### src/rtl/fabric_cfg_pkg.sv
// Shared definitions for the fabric configuration path: image word map,
// loader states and the per-word legal-width rule.
package fabric_cfg_pkg;

    localparam int NUM_CFG_WORDS = 15;
    localparam int CFG_DATA_W    = 32;

    localparam logic [3:0] IDX_ADD0_LUT = 4'd0;
    localparam logic [3:0] IDX_ADD0_MUX = 4'd1;
    localparam logic [3:0] IDX_ADD1_LUT = 4'd2;
    localparam logic [3:0] IDX_ADD1_MUX = 4'd3;
    localparam logic [3:0] IDX_ADDC_LUT = 4'd4;
    localparam logic [3:0] IDX_ADDC_MUX = 4'd5;
    localparam logic [3:0] IDX_MUX_LUT  = 4'd6;
    localparam logic [3:0] IDX_MUX_MUX  = 4'd7;
    localparam logic [3:0] IDX_MUXS_LUT = 4'd8;
    localparam logic [3:0] IDX_MUXS_MUX = 4'd9;
    localparam logic [3:0] IDX_REGC_LUT = 4'd10;
    localparam logic [3:0] IDX_REGC_MUX = 4'd11;
    localparam logic [3:0] IDX_SB0      = 4'd12;
    localparam logic [3:0] IDX_SB12     = 4'd13;
    localparam logic [3:0] IDX_SB3      = 4'd14;

    typedef enum logic [1:0] {
        ST_IDLE,
        ST_LOAD,
        ST_DONE,
        ST_ERR
    } cfg_state_t;

    // Mux-control words carry a single select bit, switch-box words 16 bits,
    // LUT words use the full width. Indices past the image are never legal.
    function automatic logic cfg_word_legal(input logic [3:0] idx,
                                            input logic [CFG_DATA_W-1:0] data);
        logic legal;
        legal = 1'b1;
        if (idx > IDX_SB3)
            legal = 1'b0;
        else if (idx >= IDX_SB0)
            legal = (data[CFG_DATA_W-1:16] == '0);
        else if (idx[0])
            legal = (data[CFG_DATA_W-1:1] == '0);
        return legal;
    endfunction

endpackage

### src/rtl/cfg_width_check.sv
// Combinational legality check for one configuration word at a given image
// index; kept separate so a readback block can reuse it.
module cfg_width_check
    import fabric_cfg_pkg::*;
(
    input  logic [3:0]            idx,
    input  logic [CFG_DATA_W-1:0] data,
    output logic                  legal
);

    assign legal = cfg_word_legal(idx, data);

endmodule

### src/rtl/fabric_cfg_loader.sv
// Receives the configuration image as a valid/ready word stream, issues
// registered one-hot write strobes and enables the fabric after a clean image.
module fabric_cfg_loader
    import fabric_cfg_pkg::*;
#(
    parameter int NUM_WORDS = NUM_CFG_WORDS,
    parameter int DATA_W    = CFG_DATA_W
) (
    input  logic                 clock,
    input  logic                 reset_n,
    input  logic                 start,
    input  logic [DATA_W-1:0]    in_data,
    input  logic                 in_valid,
    output logic                 in_ready,
    output logic [NUM_WORDS-1:0] cfg_we,
    output logic [DATA_W-1:0]    cfg_data,
    output logic                 busy,
    output logic                 commit,
    output logic                 fabric_en,
    output logic                 error,
    output logic [3:0]           word_idx
);

    cfg_state_t state;
    cfg_state_t state_next;
    logic       word_legal;
    logic       in_fire;
    logic       accept;
    logic       reject;
    logic       last_word;

    cfg_width_check u_width_check (
        .idx   (word_idx),
        .data  (in_data),
        .legal (word_legal)
    );

    always_ff @(posedge clock or negedge reset_n) begin
        if (!reset_n)
            state <= ST_IDLE;
        else
            state <= state_next;
    end

    always_comb begin
        state_next = state;
        case (state)
            ST_IDLE: begin
                if (start)
                    state_next = ST_LOAD;
            end
            ST_LOAD: begin
                if (start)
                    state_next = ST_LOAD;
                else if (in_fire && !word_legal)
                    state_next = ST_ERR;
                else if (in_fire && last_word)
                    state_next = ST_DONE;
            end
            ST_DONE, ST_ERR: begin
                if (start)
                    state_next = ST_LOAD;
            end
            default: state_next = ST_IDLE;
        endcase
    end

    // A start pulse overrides any handshake presented in the same cycle.
    always_comb begin
        in_ready  = (state == ST_LOAD);
        busy      = (state == ST_LOAD);
        last_word = (word_idx == IDX_SB3);
        in_fire   = in_valid && in_ready && !start;
        accept    = in_fire && word_legal;
        reject    = in_fire && !word_legal;
    end

    always_ff @(posedge clock or negedge reset_n) begin
        if (!reset_n) begin
            cfg_we   <= '0;
            cfg_data <= '0;
            commit   <= 1'b0;
        end else begin
            cfg_we <= accept ? ({{(NUM_WORDS-1){1'b0}}, 1'b1} << word_idx) : '0;
            commit <= accept && last_word;
            if (accept)
                cfg_data <= in_data;
        end
    end

    always_ff @(posedge clock or negedge reset_n) begin
        if (!reset_n)
            word_idx <= '0;
        else if (start)
            word_idx <= '0;
        else if (accept && !last_word)
            word_idx <= word_idx + 4'd1;
    end

    // Enable lags commit by a cycle so the final strobe has been sampled.
    always_ff @(posedge clock or negedge reset_n) begin
        if (!reset_n) begin
            fabric_en <= 1'b0;
            error     <= 1'b0;
        end else begin
            fabric_en <= (state == ST_DONE) && !start;
            if (start)
                error <= 1'b0;
            else if (reject)
                error <= 1'b1;
        end
    end

endmodule

### config.mk
export PLATFORM = sky130hd
export DESIGN_NAME = fabric_cfg_loader
export DESIGN_NICKNAME = d
export VERILOG_FILES = /design/src/rtl/fabric_cfg_pkg.sv /design/src/rtl/cfg_width_check.sv /design/src/rtl/fabric_cfg_loader.sv
export SDC_FILE = /design/constraint.sdc
export NUM_CORES = 1
export LEC_CHECK = 0
export ABC_AREA = 1
export CAP_MARGIN = 0
export CELL_PAD_IN_SITES_DETAIL_PLACEMENT = 1
export CELL_PAD_IN_SITES_GLOBAL_PLACEMENT = 2
export CORE_ASPECT_RATIO = 0.8
export CORE_MARGIN = 5
export CORE_UTILIZATION = 27
export DETAILED_ROUTE_END_ITERATION = 8
export PLACE_DENSITY = 0.81
export SLEW_MARGIN = 25
export SYNTH_ARGS = -nofsm -noshare
export SYNTH_HDL_FRONTEND = slang
export SYNTH_SLANG_ARGS = --single-unit
export TNS_END_PERCENT = 20
### constraint.sdc
create_clock -name clock -period 2.61 [get_ports clock]
set_input_delay 0.3915 -clock clock [delete_from_list [all_inputs] [get_ports clock]]
set_output_delay 0.3915 -clock clock [all_outputs]
set_load 0.05 [all_outputs]
==> flow_results.xml <==
<?xml version="1.0" encoding="UTF-8"?>
<metrics>
  <group name="synthesis">
    <metric name="net_count_after_synthesis" unit="">309</metric>
    <metric name="synth_area_per_cell" unit="µm²">9.00</metric>
    <metric name="dominantRegCellSynth" unit="">sky130_fd_sc_hd__dfrtp_1</metric>
    <metric name="yosys.cell_count.top_type" unit="">sky130_fd_sc_hd__nand2_1</metric>
    <metric name="seq_area_frac_synth" unit="">0.583</metric>
    <metric name="synth_area_leaders" unit="">sky130_fd_sc_hd__dfrtp_1 (58%), sky130_fd_sc_hd__nand2_1 (18%), sky130_fd_sc_hd__nor2_1 (5.5%)</metric>
    <metric name="synth-seq-cells" unit="">56</metric>
    <metric name="syn_area" unit="µm²">2400</metric>
    <metric name="yosys-top-cells-count" unit="">sky130_fd_sc_hd__nand2_1 (114), sky130_fd_sc_hd__dfrtp_1 (56), sky130_fd_sc_hd__nor2_1 (35), sky130_fd_sc_hd__inv_1 (12), sky130_fd_sc_hd__nand2_2 (9)</metric>
    <metric name="synth_top_area_frac" unit="">0.583</metric>
    <metric name="synth_top_area_cell" unit="">sky130_fd_sc_hd__dfrtp_1</metric>
    <metric name="synth_edf_count" unit="">0</metric>
    <metric name="gate_count_post_synth" unit="">267</metric>
    <metric name="asyncSetResetFlopFracSynth" unit="">1.00</metric>
    <metric name="synth.distinct_cells" unit="">20</metric>
    <metric name="yosysWarnings" unit="">0</metric>
  </group>
  <group name="floorplanning">
    <metric name="floorplan.core_area" unit="µm²">8600</metric>
    <metric name="die_h" unit="µm">94.4</metric>
    <metric name="num_rows" unit="">30</metric>
    <metric name="start_util" unit="">0.280</metric>
    <metric name="design.portCount" unit="">92</metric>
    <metric name="chipWidth" unit="µm">115</metric>
    <metric name="die_area" unit="µm²">10900</metric>
  </group>
  <group name="worst_setup_path">
    <metric name="worst_ep_arrival_time" unit="ps">1710</metric>
    <metric name="critical_path_required" unit="ps">2220</metric>
    <metric name="slowest_delay" unit="ps">840</metric>
    <metric name="crit_path_cell_trace" unit="">nor2_1 -&gt; clkdlybuf4s50_1</metric>
    <metric name="critical_path.endpoint" unit="">busy</metric>
    <metric name="worst_setup_path_startpoint" unit="">state[1]</metric>
    <metric name="setup.worst_path.class" unit="">reg -&gt; out</metric>
    <metric name="critical-path-slowest-cell" unit="">sky130_fd_sc_hd__clkdlybuf4s50_1</metric>
    <metric name="ff2ff_setup_slack" unit="ps">570</metric>
    <metric name="cp_bufs_invs" unit="">1</metric>
    <metric name="worst_reg2reg_path_length_in_cells" unit="">9</metric>
    <metric name="crit_path_max_fanout" unit="">3</metric>
    <metric name="timing.critical_path.max_delay_family" unit="">buffers and inverters</metric>
    <metric name="rr_endpoint" unit="">cfg_data[19]</metric>
    <metric name="regToRegStartpoint" unit="">word_idx[0]</metric>
    <metric name="crit_cells" unit="">2</metric>
    <metric name="start_kind" unit="">flip-flop</metric>
    <metric name="endpoint_kind" unit="">output pin</metric>
  </group>
  <group name="final_layout">
    <metric name="antenna_diode_count" unit="">0</metric>
    <metric name="fin_util" unit="">0.407</metric>
    <metric name="finish.net_count" unit="">402</metric>
    <metric name="filler_cell_count" unit="">1021</metric>
    <metric name="final_cell_count_no_fill" unit="">472</metric>
    <metric name="final_layout_size_suffix_gt1_frac" unit="">0.0806</metric>
    <metric name="areaGrowthSynthToFinish" unit="%">45.4</metric>
  </group>
  <group name="sta">
    <metric name="final_period_minus_worst_setup_slack" unit="ps">2100</metric>
    <metric name="tns" unit="ps">0</metric>
    <metric name="grt_setup_unrepaired" unit="">no</metric>
    <metric name="final-max-slew-violation-count" unit="">0</metric>
    <metric name="final.setup.worst_slack" unit="ps">506</metric>
    <metric name="clock_skew" unit="ps">6.45</metric>
    <metric name="final-hold-violation-count" unit="">0</metric>
    <metric name="relSlewSlack" unit="">0.614</metric>
    <metric name="setup_violations" unit="">0</metric>
    <metric name="post-route-period-util" unit="">0.806</metric>
    <metric name="fmax" unit="GHz">0.475</metric>
    <metric name="worstMarginPinSlew" unit="ps">579</metric>
  </group>
  <group name="clock_tree">
    <metric name="cts.sinks" unit="">56</metric>
    <metric name="cts_root_buf" unit="">sky130_fd_sc_hd__clkbuf_8</metric>
    <metric name="clock_h_tree_levels" unit="">2</metric>
    <metric name="post_cts_buffers" unit="">0</metric>
    <metric name="maximum_count_of_clock_buffers_along_a_single_path" unit="">2</metric>
    <metric name="cts.hold.buffers_added" unit="">0</metric>
    <metric name="tritoncts" unit="">built</metric>
    <metric name="cts-resized-gates" unit="">0</metric>
    <metric name="clkLatencyLatePin" unit="ps">300</metric>
    <metric name="clk_pin_slew_worst_paths" unit="ps">100</metric>
    <metric name="cts_made_buffers" unit="">5</metric>
  </group>
  <group name="detailed_routing">
    <metric name="initialDrtViolationCount" unit="">50</metric>
    <metric name="routedWlPerCell" unit="µm">14.1</metric>
    <metric name="final_antenna_net_count" unit="">0</metric>
    <metric name="drt_drc_violations_left" unit="">0</metric>
    <metric name="route.detailed.vias_per_inst" unit="">4.28</metric>
    <metric name="detailroute.via_count" unit="">2018</metric>
    <metric name="detailed_router_iteration_count_before_antenna_repair" unit="">4</metric>
    <metric name="totalWireLength" unit="µm">6670</metric>
  </group>
  <group name="global_route">
    <metric name="grt_pass1_wl" unit="µm">11000</metric>
    <metric name="grt_antenna_before_repair" unit="">0</metric>
    <metric name="track_usage" unit="">0.126</metric>
    <metric name="grt-ovfl-total" unit="">0</metric>
    <metric name="vias_in_the_first_global_route" unit="">2197</metric>
    <metric name="pin_count_of_the_biggest_net_entering_global_routing" unit="">38</metric>
  </group>
  <group name="power_and_ir_drop">
    <metric name="power.total" unit="mW">2.75</metric>
    <metric name="pwr-share-seq" unit="">0.402</metric>
    <metric name="power_density" unit="nW/µm²">788</metric>
    <metric name="combPwrFrac" unit="">0.418</metric>
    <metric name="irDropWorstVdd" unit="mV">0.289</metric>
    <metric name="power_internal" unit="mW">1.63</metric>
    <metric name="p_leak" unit="nW">1.64</metric>
    <metric name="power.clock.fraction" unit="">0.179</metric>
    <metric name="power.switching" unit="mW">1.13</metric>
    <metric name="power.share.switching" unit="">0.409</metric>
  </group>
  <group name="placement">
    <metric name="place_hpwl" unit="µm">5050</metric>
    <metric name="dp_slack" unit="ps">314</metric>
    <metric name="io_buffers" unit="">91</metric>
    <metric name="numPlacedInstances" unit="">465</metric>
    <metric name="gpl.final_weighted_congestion" unit="">0.724</metric>
  </group>
  <group name="run">
    <metric name="max_cap_violations" unit="">0</metric>
  </group>
  <group name="min_path">
    <metric name="hold_path.class" unit="">in -&gt; async</metric>
  </group>
  <group name="status">
    <metric name="status" unit="">completed</metric>
  </group>
</metrics>
==> per-stage QoR <==
| stage | instance area, µm² | hold slack [ps] |
|---|---|---|
| after floorplan | 2400 | 95.9 |
| after global placement | 3400 | 421 |
| after detailed placement | 3400 | 423 |
| after CTS | 3500 | 88.7 |
| after global routing | 3500 | 112 |
| final | 3500 | 77.4 |
==> layout make-up <==
cell class	instances	area [µm²]	share of cell area
Clock buffer	7	96.3	0.0276
Inverter	14	52.6	0.0150
Multi-Input combinational cell	189	852	0.244
Sequential cell	56	1400	0.401
Tap cell	112	140	0.0401
Timing Repair Buffer	94	953	0.273
==> cells in the final DEF, fill, tap and decap left out, drive strengths merged <==
master           n
dfrtp           56
nand4            3
ha               6
o211ai           1
nand2          123
nand3            8
nor2            39
o221ai           1
inv             14
clkbuf           7
a21oi            1
nor3             4
buf              4
o21ai            3
clkdlybuf4s50   90
==> registers in the layout, summed over array words and instances (netlist names) <==
register,cells
word_idx,4
state,2
cfg_data,32
fabric_en,1
commit,1
error,1
cfg_we,15
==> metal layers <==
layer  wire length [µm]  share of wire  track usage
met3                514          0.077       0.0340
met4                 40         0.0060       0.0264
met5                  0              0            0
met2               2760           0.41        0.189
met1               3350           0.50        0.181
==> how the worst min path moves through the flow <==
stage          cells past startpoint  startpoint           end  slack, ps
5_1_grt                            1     reset_n  cfg_data[20]        110
6_report                           1     reset_n  cfg_data[20]         80
3_5_place_dp                       1    state[0]     fabric_en        420
3_3_place_gp                       1     reset_n  cfg_data[20]        420
4_1_cts                            1     reset_n  cfg_data[20]         90
2_1_floorplan                      0     reset_n   cfg_data[0]        100
==> power groups by stage <==
| stage | clock [mW] | sequential, mW | combinational, mW |
|---|---|---|---|
| 2_1_floorplan | 0 | 1.62 | 0.227 |
| 3_5_place_dp | 0 | 1.12 | 1.17 |
| 3_3_place_gp | 0 | 1.13 | 1.15 |
| 5_1_grt | 0.561 | 1.13 | 1.22 |
| 4_1_cts | 0.523 | 1.11 | 1.17 |
| 6_report | 0.494 | 1.11 | 1.15 |
==> logic make-up (layout without fill, tap and decap cells) <==
kind of cell,Yosys count,after routing,synth area share
buf+inv,22,115,0.0625
fa+ha+maj,6,6,0.0312
simple gates,177,177,0.303
compound gates,6,6,0.0198
flops,56,56,0.583
Note: power is estimated with default switching activity, not from simulation.
